===== config.mk =====
export PLATFORM = sky130hd
export DESIGN_NAME = imem_loader
export DESIGN_NICKNAME = d
export VERILOG_FILES = /design/src/rtl/imem_loader.sv
export SDC_FILE = /design/constraint.sdc
export NUM_CORES = 1
export LEC_CHECK = 0
export ABC_AREA = 1
export BUFFER_PORTS_ARGS = -buffer_cell sky130_fd_sc_hd__buf_2
export CORE_ASPECT_RATIO = 2
export CORE_MARGIN = 2
export CORE_UTILIZATION = 45
export DETAILED_ROUTE_END_ITERATION = 8
export PLACE_DENSITY = 0.68
export SYNTH_ARGS = -nofsm -noshare
export SYNTH_HDL_FRONTEND = slang
export SYNTH_SLANG_ARGS = --single-unit

===== constraint.sdc =====
create_clock -name i_clk -period 3.6 [get_ports i_clk]
set_input_delay 0.18 -clock i_clk [delete_from_list [all_inputs] [get_ports i_clk]]
set_output_delay 0.18 -clock i_clk [all_outputs]
set_load 0.05 [all_outputs]

===== src/rtl/imem_loader.sv =====
// Byte-stream to instruction-memory loader: packs little-endian bytes into 32-bit
// words, writes them at sequential addresses from BASE_ADDR and holds the core meanwhile.
module imem_loader #(
    parameter int          ADDR_W    = 10,
    parameter logic [31:0] BASE_ADDR = 32'h0000_0000
) (
    input  logic            i_clk,
    input  logic            i_rst,
    input  logic            i_start,
    input  logic [ADDR_W:0] i_word_count,
    input  logic            i_byte_valid,
    input  logic [7:0]      i_byte_data,
    output logic            o_byte_ready,
    output logic            o_imem_we,
    output logic [31:0]     o_imem_waddr,
    output logic [31:0]     o_imem_wdata,
    output logic            o_busy,
    output logic            o_done,
    output logic            o_cpu_hold
);

    typedef enum logic [1:0] {S_IDLE, S_COLLECT, S_WRITE, S_DONE} state_t;

    localparam logic [ADDR_W:0] CAP   = {1'b1, {ADDR_W{1'b0}}};
    localparam logic [ADDR_W:0] W_ONE = {{ADDR_W{1'b0}}, 1'b1};

    state_t          r_state;
    logic [ADDR_W:0] r_count;
    logic [ADDR_W:0] r_word_idx;
    logic [1:0]      r_byte_idx;
    logic [23:0]     r_word;
    logic            r_byte_ready;
    logic            r_we;
    logic [31:0]     r_waddr;
    logic [31:0]     r_wdata;
    logic            r_busy;
    logic            r_done;

    logic [ADDR_W:0] w_count;
    logic [ADDR_W:0] w_next_idx;
    logic            w_accept;
    logic [31:0]     w_word_off;

    assign w_count    = (i_word_count > CAP) ? CAP : i_word_count;
    assign w_next_idx = r_word_idx + W_ONE;
    assign w_accept   = i_byte_valid && r_byte_ready;
    assign w_word_off = {{(31 - ADDR_W - 2){1'b0}}, r_word_idx, 2'b00};

    always_ff @(posedge i_clk) begin
        if (!i_rst) begin
            r_state      <= S_IDLE;
            r_count      <= '0;
            r_word_idx   <= '0;
            r_byte_idx   <= '0;
            r_word       <= '0;
            r_byte_ready <= 1'b0;
            r_we         <= 1'b0;
            r_waddr      <= '0;
            r_wdata      <= '0;
            r_busy       <= 1'b0;
            r_done       <= 1'b0;
        end else begin
            r_we   <= 1'b0;
            r_done <= 1'b0;
            case (r_state)
                S_IDLE: begin
                    if (i_start) begin
                        r_count    <= w_count;
                        r_word_idx <= '0;
                        r_byte_idx <= '0;
                        r_busy     <= 1'b1;
                        if (w_count == '0) begin
                            r_state <= S_DONE;
                            r_done  <= 1'b1;
                        end else begin
                            r_state      <= S_COLLECT;
                            r_byte_ready <= 1'b1;
                        end
                    end
                end
                S_COLLECT: begin
                    if (w_accept) begin
                        r_byte_idx <= r_byte_idx + 2'd1;
                        case (r_byte_idx)
                            2'd0: r_word[7:0]   <= i_byte_data;
                            2'd1: r_word[15:8]  <= i_byte_data;
                            2'd2: r_word[23:16] <= i_byte_data;
                            default: begin
                                // Lane 3 goes straight into the write word, saving a cycle.
                                r_state      <= S_WRITE;
                                r_byte_ready <= 1'b0;
                                r_we         <= 1'b1;
                                r_waddr      <= BASE_ADDR + w_word_off;
                                r_wdata      <= {i_byte_data, r_word};
                            end
                        endcase
                    end
                end
                S_WRITE: begin
                    r_word_idx <= w_next_idx;
                    if (w_next_idx == r_count) begin
                        r_state <= S_DONE;
                        r_done  <= 1'b1;
                    end else begin
                        r_state      <= S_COLLECT;
                        r_byte_ready <= 1'b1;
                    end
                end
                default: begin
                    r_state <= S_IDLE;
                    r_busy  <= 1'b0;
                end
            endcase
        end
    end

    assign o_byte_ready = r_byte_ready;
    assign o_imem_we    = r_we;
    assign o_imem_waddr = r_waddr;
    assign o_imem_wdata = r_wdata;
    assign o_busy       = r_busy;
    assign o_done       = r_done;
    assign o_cpu_hold   = r_busy;

endmodule


==> qor.csv, run 1 <==
stage,metric,value,unit
synth,synth.yosys.seq_area_share,46.08,%
hold_path,timing.hold.worst_endpoint,r_count[7],
critical_path,cp_common_cell,sky130_fd_sc_hd__inv_1,
synth,post-synth-top-area-fraction,46.08,%
finish,fillCellCount,934,
grt,grt_pass1_vias,3539,
placement,place.detailed.hpwl,7191,um
routing,via_count,3758,
floorplanning,die-area,10200,um^2
sta,worst_clock_skew,0.006596,ns
sta,rsz0062_at_grt,false,
critical_path,slowest_delay,0.36,ns
grt,gr-usage-all-layers,20.10,%
hold_path,worstHoldStart,i_word_count[7],
synth,postSynthRegisterBits,97,
power,total_leakage_power,2.339,nW
finish,syn_to_final_growth,15.77,%
synth,syn_inst_count,580,
finish,fin_area,4878,um^2
critical_path,cp_num_buf_inv,4,
synth,synth_top_cells_by_count,"sky130_fd_sc_hd__nor2_1, sky130_fd_sc_hd__dfxtp_1, sky130_fd_sc_hd__nand2_1",
clock_tree,clock_sinks,97,
sta,timing.hold.ws,0.08409,ns
synth,synthFlopType,sky130_fd_sc_hd__dfxtp_1,
critical_path,crit_path_end_kind,flop,
critical_path,critPathTopFamily,simple AND/OR/NAND/NOR gates,
critical_path,path_class,reg2reg,
placement,gp_congestion,0.8488,
critical_path,crit_path_start_kind,flop,
critical_path,critical_path.slowest_cell,sky130_fd_sc_hd__nor2_4,
synth,synth.cell_area,4214,um^2
synth,synthTopCellsByArea,"sky130_fd_sc_hd__dfxtp_1, sky130_fd_sc_hd__nor2_1, sky130_fd_sc_hd__o21ai_0",
sta,number_of_hold_violations_in_the_final_report,0,
finish,post_route_cells_drive_above_1_share,16.38,%
critical_path,rr_startpoint,r_state[1],
outcome,status,"finished, final reports clean",
critical_path,worstPathArrival,2.44,ns
finish,instances_no_fill,751,
critical_path,r2r_cells,9,
floorplanning,num_io_pins,92,
sta,fin_tns_setup,0,ns
sta,fin_crit,2.207,ns
sta,highest_clock_rate,453.0,MHz
grt,grt_overflow_total,0,
sta,finalMaxSlewViolations,0,
sta,worstMarginPinSlew,0.5762,ns
grt,grt_first_pass_wirelength,16010,um
grt,antenna_found_initial,0,
floorplanning,start_util,45.51,%
critical_path,timing.critical_path.fanout_max,34,
clock_tree,cts.htree.levels,3,
synth,synthesis.yosys.warnings,0,
run,max_cap_violations,0,
hold_path,hp-class,in2reg,
synth,number_of_synthesized_flops_with_an_enable_pin,0,
finish,n_antenna_cell,0,
routing,detail_route.drc_violations,0,
critical_path,r2r-end,o_imem_wdata[25],
synth,synth_cell_type_count,29,
critical_path,path_cells,"inv_1, ha_1, inv_1, nor2_2, inv_1, nor2_4, inv_2, nor2_1, nor2_1",
placement,detailed_place.area,4548,um^2
grt,grt_start_max_net_pins,48,
clock_tree,cts.hold.buffers_added,0,
routing,dr.first_iter.drc_count,195,
floorplanning,number_of_standard_cell_rows_in_the_floorplan,50,
clock_tree,clockBufferDepth,2,
sta,finalCritPeriodShare,61.31,%
placement,dp.cells,735,
clock_tree,number_of_setup_buffers_added_after_cts,0,
hold_path,timing.hold.worst_path_depth,3,
placement,buffer_ports.inserted,70,
synth,synth_area_per_cell,7.266,um^2
routing,wl_per_cell,12.80,um
power,design_power_total,2.756,mW
routing,drt_wl_total,9612,um
critical_path,worst-r2r-setup-slack,1.39,ns
power,vdd_ir_drop_max,0.2842,mV
synth,async_flop_share,0,%
floorplanning,coreArea,9259,um^2
floorplanning,fp.dieW,72.43,um
power,power.density,565.0,nW/um^2
synth,yosysMostFrequentCell,sky130_fd_sc_hd__nor2_1,
clock_tree,cts_tree,yes,
clock_tree,clock_insertion_delay_worst_skew,0.34,ns
finish,fin_nets,674,
floorplanning,die_height,140.9,um
sta,setup_viol,0,
critical_path,worst-endpoint-required,3.83,ns
clock_tree,path_clk_slew,0.07,ns
clock_tree,post_cts.resized_instances,0,
routing,post_drt_via_cell_ratio,5.004,
sta,slew-limit-headroom,61.53,%
clock_tree,numCtsBuffers,9,
clock_tree,clock_tree.root_cell,sky130_fd_sc_hd__clkbuf_16,
synth,post-synth-top-area-cell,sky130_fd_sc_hd__dfxtp_1,
routing,ant_nets,0,
routing,firstDrtPassIters,4,
## metal layers
metal | vias to the layer above | track usage (%) | share of wire [%]
met1 | 1707 | 20.13 | 38
li1 | 1935 | - | -
met4 | 0 | 12.38 | 4.6
met2 | 88 | 37.08 | 54
met5 | - | 0 | 0
met3 | 28 | 3.288 | 3.3
## cells by family (layout without fill, tap and decap cells)
family,count (synthesis),after routing,synth area share (%)
xor+xnor,2,2,0.4158
other cells,1,21,0.08899
buf+inv,94,141,10.33
fa+ha+maj,9,9,2.672
simple gates,258,258,25.59
compound gates,119,119,14.82
flops,97,97,46.08
## worst max-delay path by stage
stage | start | endpoint | slack, ns | cells past startpoint
6_report | r_state[1] | o_imem_wdata[25] | 1.39 | 9
5_1_grt | r_state[1] | o_imem_wdata[13] | 1.11 | 9
4_1_cts | r_state[1] | o_imem_wdata[25] | 1.38 | 9
3_5_place_dp | r_state[1] | o_imem_wdata[25] | 1.38 | 9
3_3_place_gp | r_state[1] | o_imem_wdata[3] | 1.52 | 9
2_1_floorplan | o_byte_ready | o_imem_wdata[3] | 1.91 | 7
## cell type report
| cell class | count | area, um^2 | share of cell area [%] |
|---|---|---|---|
| flip-flops and latches | 97 | 1942 | 39.81 |
| repair buffers | 72 | 365.4 | 7.489 |
| clock inverters | 6 | 91.34 | 1.872 |
| inverters | 53 | 198.9 | 4.078 |
| well taps | 104 | 130.1 | 2.667 |
| multi-input cells | 409 | 1912 | 39.19 |
| clock buffers | 10 | 239.0 | 4.899 |
## cell usage in the layout, fill, tap and decap left out, types with 4 or more instances in the layout
master / netlist / routed
sky130_fd_sc_hd__nor2_1: 130 / 130
sky130_fd_sc_hd__dfxtp_1: 97 / 97
sky130_fd_sc_hd__nand2_1: 84 / 84
sky130_fd_sc_hd__buf_2: 0 / 70
sky130_fd_sc_hd__o21ai_0: 63 / 63
sky130_fd_sc_hd__inv_1: 48 / 48
sky130_fd_sc_hd__a21oi_1: 37 / 37
sky130_fd_sc_hd__conb_1: 1 / 21
sky130_fd_sc_hd__nand3_1: 20 / 20
sky130_fd_sc_hd__o21ai_1: 10 / 10
sky130_fd_sc_hd__ha_1: 9 / 9
sky130_fd_sc_hd__clkbuf_16: 0 / 9
sky130_fd_sc_hd__nor2_2: 6 / 6
sky130_fd_sc_hd__a211oi_1: 6 / 6
sky130_fd_sc_hd__nand3b_1: 5 / 5
sky130_fd_sc_hd__nand3_2: 4 / 4
sky130_fd_sc_hd__nand4_1: 4 / 4
## through the flow
stage,utilization (%),setup slack (ns)
final,52.69,1.393
after global routing,52.69,1.107
after CTS,52.69,1.378
after detailed placement,49.12,1.376
after global placement,49.12,1.516
after floorplan,-,1.914
## power breakdown
| group | total [mW] | internal (mW) | leakage [nW] | switching, mW |
|---|---|---|---|---|
| sequential | 1.19 | 1.14 | 0.784 | 0.0470 |
| combinational | 0.537 | 0.146 | 1.39 | 0.390 |
| clock | 1.03 | 0.630 | 0.163 | 0.405 |
## tightest hold or removal path, delay by kind of cell
kind / cells / cell delay (ns)
buf+inv: 1 / 0.09
simple gates: 1 / 0.07
compound gates: 1 / 0.06
## state kept, by name, indices dropped and copies added (netlist names), 2 cells and up
| signal | flops |
|---|---|
| r_count | 11 |
| r_byte_idx | 2 |
| r_word | 24 |
| o_imem_waddr | 11 |
| r_word_idx | 11 |
| r_state | 2 |
| o_imem_wdata | 32 |
Power figures use the tool's default switching activity.
==> run 2: changes to the inputs <==
Settings changed: PLACE_DENSITY 0.68 to 0.71.
Clock period 3.6 ns to 1.9 ns, I/O delays scaled along.
==> qor.csv, run 2 (synthesized netlist as in run 1, its figures left out) <==
stage,metric,value,unit,change
routing,dr.first_iter.drc_count,207,,was 195
critical_path,worst-endpoint-required,2.12,ns,was 3.83 ns
critical_path,critical_path.slowest_cell,sky130_fd_sc_hd__dfxtp_4,,was sky130_fd_sc_hd__nor2_4
hold_path,timing.hold.worst_path_depth,3,,unchanged
power,power.density,1035,nW/um^2,was 565.0 nW/um^2
clock_tree,clockBufferDepth,2,,unchanged
critical_path,cp_common_cell,sky130_fd_sc_hd__nand2_1,,was sky130_fd_sc_hd__inv_1
grt,antenna_found_initial,0,,unchanged
grt,grt_overflow_total,0,,unchanged
clock_tree,path_clk_slew,0.06,ns,was 0.07 ns
routing,post_drt_via_cell_ratio,5.049,,was 5.004
finish,post_route_cells_drive_above_1_share,18.93,%,was 16.38%
floorplanning,num_io_pins,92,,unchanged
sta,finalMaxSlewViolations,0,,unchanged
hold_path,worstHoldStart,i_word_count[6],,was i_word_count[7]
floorplanning,die-area,10200,um^2,unchanged
routing,wl_per_cell,12.96,um,was 12.80 um
finish,fin_nets,682,,was 674
routing,via_count,3832,,was 3758
placement,gp_congestion,0.9190,,was 0.8488
placement,buffer_ports.inserted,70,,unchanged
sta,setup_viol,0,,unchanged
sta,slew-limit-headroom,65.20,%,was 61.53%
grt,gr-usage-all-layers,19.52,%,was 20.10%
floorplanning,number_of_standard_cell_rows_in_the_floorplan,50,,unchanged
critical_path,timing.critical_path.fanout_max,4,,was 34
finish,largest_reg_flops,32,,unchanged
grt,grt_start_max_net_pins,38,,was 48
floorplanning,die_height,140.9,um,unchanged
finish,n_antenna_cell,0,,unchanged
clock_tree,clock_insertion_delay_worst_skew,0.35,ns,was 0.34 ns
critical_path,r2r_cells,14,,was 9
floorplanning,fp.dieW,72.43,um,unchanged
critical_path,crit_path_start_kind,flop,,unchanged
hold_path,hp-class,in2reg,,unchanged
power,total_leakage_power,2.355,nW,was 2.339 nW
routing,detail_route.drc_violations,0,,unchanged
critical_path,worst-r2r-setup-slack,0.10,ns,was 1.39 ns
sta,number_of_hold_violations_in_the_final_report,0,,unchanged
outcome,status,"finished, final reports clean",,unchanged
run,max_cap_violations,0,,unchanged
power,vdd_ir_drop_max,0.5158,mV,was 0.2842 mV
floorplanning,start_util,45.51,%,unchanged
clock_tree,cts.htree.levels,3,,unchanged
finish,mostFrequentLayoutCells,"sky130_fd_sc_hd__nor2_1, sky130_fd_sc_hd__dfxtp_1, sky130_fd_sc_hd__nand2_1",,unchanged
sta,highest_clock_rate,555.7,MHz,was 453.0 MHz
hold_path,timing.hold.worst_endpoint,r_count[6],,was r_count[7]
sta,rsz0062_at_grt,true,,was false
sta,fin_crit,1.800,ns,was 2.207 ns
routing,ant_nets,0,,unchanged
clock_tree,clock_tree.root_cell,sky130_fd_sc_hd__clkbuf_16,,unchanged
floorplanning,coreArea,9259,um^2,unchanged
sta,finalCritPeriodShare,94.72,%,was 61.31%
clock_tree,cts_tree,yes,,unchanged
clock_tree,numCtsBuffers,9,,unchanged
routing,drt_wl_total,9839,um,was 9612 um
grt,grt_pass1_vias,3490,,was 3539
sta,timing.hold.ws,0.003883,ns,was 0.08409 ns
sta,worst_clock_skew,0.006830,ns,was 0.006596 ns
critical_path,worstPathArrival,2.02,ns,was 2.44 ns
clock_tree,number_of_setup_buffers_added_after_cts,0,,unchanged
finish,syn_to_final_growth,17.79,%,was 15.77%
critical_path,crit_path_end_kind,flop,,unchanged
placement,place.detailed.hpwl,7276,um,was 7191 um
critical_path,slowest_delay,0.38,ns,was 0.36 ns
finish,fillCellCount,904,,was 934
critical_path,r2r-end,o_byte_ready,,was o_imem_wdata[25]
critical_path,critPathTopFamily,simple AND/OR/NAND/NOR gates,,unchanged
sta,worstMarginPinSlew,0.5213,ns,was 0.5762 ns
critical_path,path_class,reg2reg,,unchanged
clock_tree,clock_sinks,97,,unchanged
finish,layout.cells.most_common,sky130_fd_sc_hd__nor2_1,,unchanged
critical_path,rr_startpoint,r_word_idx[0],,was r_state[1]
grt,grt_first_pass_wirelength,15480,um,was 16010 um
critical_path,cp_num_buf_inv,0,,was 4
finish,final_util,53.61,%,was 52.69%
routing,firstDrtPassIters,5,,was 4
critical_path,path_cells,"ha_4, nand2_1, nor2_2, nand3_2, nand2_1, nor2_1, nor2_1, nand3_1, nor2_2, nand2_2, nand3_1, nand2_1, nand2_1, nor2_2",,"was inv_1, ha_1, inv_1, nor2_2, inv_1, nor2_4, inv_2, nor2_1, nor2_1"
==> run 2: cell count changes in the layout (fill, tap and decap cells not counted), moves of 2 or more <==
cell                         change
sky130_fd_sc_hd__inv_6           +2
sky130_fd_sc_hd__dfxtp_4         +2
sky130_fd_sc_hd__clkinvlp_4      +3
sky130_fd_sc_hd__dfxtp_2         +3
sky130_fd_sc_hd__nor2_4          +2
sky130_fd_sc_hd__buf_4           +6
sky130_fd_sc_hd__dfxtp_1         -5
==> run 2: how the worst max path moves through the flow <==
stage	cells past startpoint	start	to	slack (ns)
3_5_place_dp	14	r_word_idx[1]	o_byte_ready	0.002
2_1_floorplan	7	o_byte_ready	o_imem_wdata[3]	0.21
6_report	14	r_word_idx[0]	o_byte_ready	0.10
4_1_cts	14	r_word_idx[1]	o_byte_ready	0.01
5_1_grt	14	r_word_idx[1]	o_byte_ready	-0.11
3_3_place_gp	16	r_word_idx[1]	o_byte_ready	0.09
==> run 2: what timing repair did <==
item,4_1_cts,5_1_grt
gates cloned,0,1
hold endpoints to repair,1,0
setup endpoints to repair,1,15
hold buffers,1,0
gates resized for setup,1,18
==> run 2: final cells by class <==
type                    instances  area, um^2  area share, %
clock buffers                   9       225.2          4.537
clock inverters                 7       77.57          1.563
well taps                     104       130.1          2.622
repair inverters                1       7.507         0.1512
flip-flops and latches         97        1953          39.35
inverters                      53       205.2          4.134
multi-input cells             409        1944          39.17
repair buffers                 79       420.4          8.470
==> run 2: report_power, final <==
group	total (mW)	internal, mW	switching [mW]
clock network	1.83	1.03	0.799
logic	1.06	0.304	0.755
registers	2.25	2.16	0.0923
total	5.14	3.49	1.65
==> run 2: worst reg2reg max path, delay by kind of cell, from the launching register on <==
kind	cells	cell delay (ns)
AND/OR/NAND/NOR	13	1.14
adder cells (fa/ha/maj)	1	0.16
flip-flops	1	0.38
==> run 2: per-stage QoR <==
stage | power, mW | worst slack [ns] | area [um^2] | setup TNS (ns) | instances
finish | 5.137 | 0.1004 | 4964 | 0 | 759
global route | 5.391 | -0.1107 | 4964 | -0.1504 | 759
CTS | 5.157 | 0.01269 | 4908 | 0 | 758
detailed placement | 3.326 | 0.002240 | 4593 | 0 | 741
global placement | 3.296 | 0.08900 | 4593 | 0 | 741
floorplan | 3.113 | 0.2143 | 4289 | 0 | 600
==> run 2: layer usage <==
layer | up-vias | wire length [um] | share of wire [%] | global-route usage [%]
met3 | 28 | 445 | 4.5 | 5.218
met4 | 0 | 369 | 3.8 | 10.53
met5 | - | 0 | 0 | 0
met2 | 127 | 5385 | 55 | 35.78
met1 | 1723 | 3638 | 37 | 19.19
li1 | 1954 | - | - | -
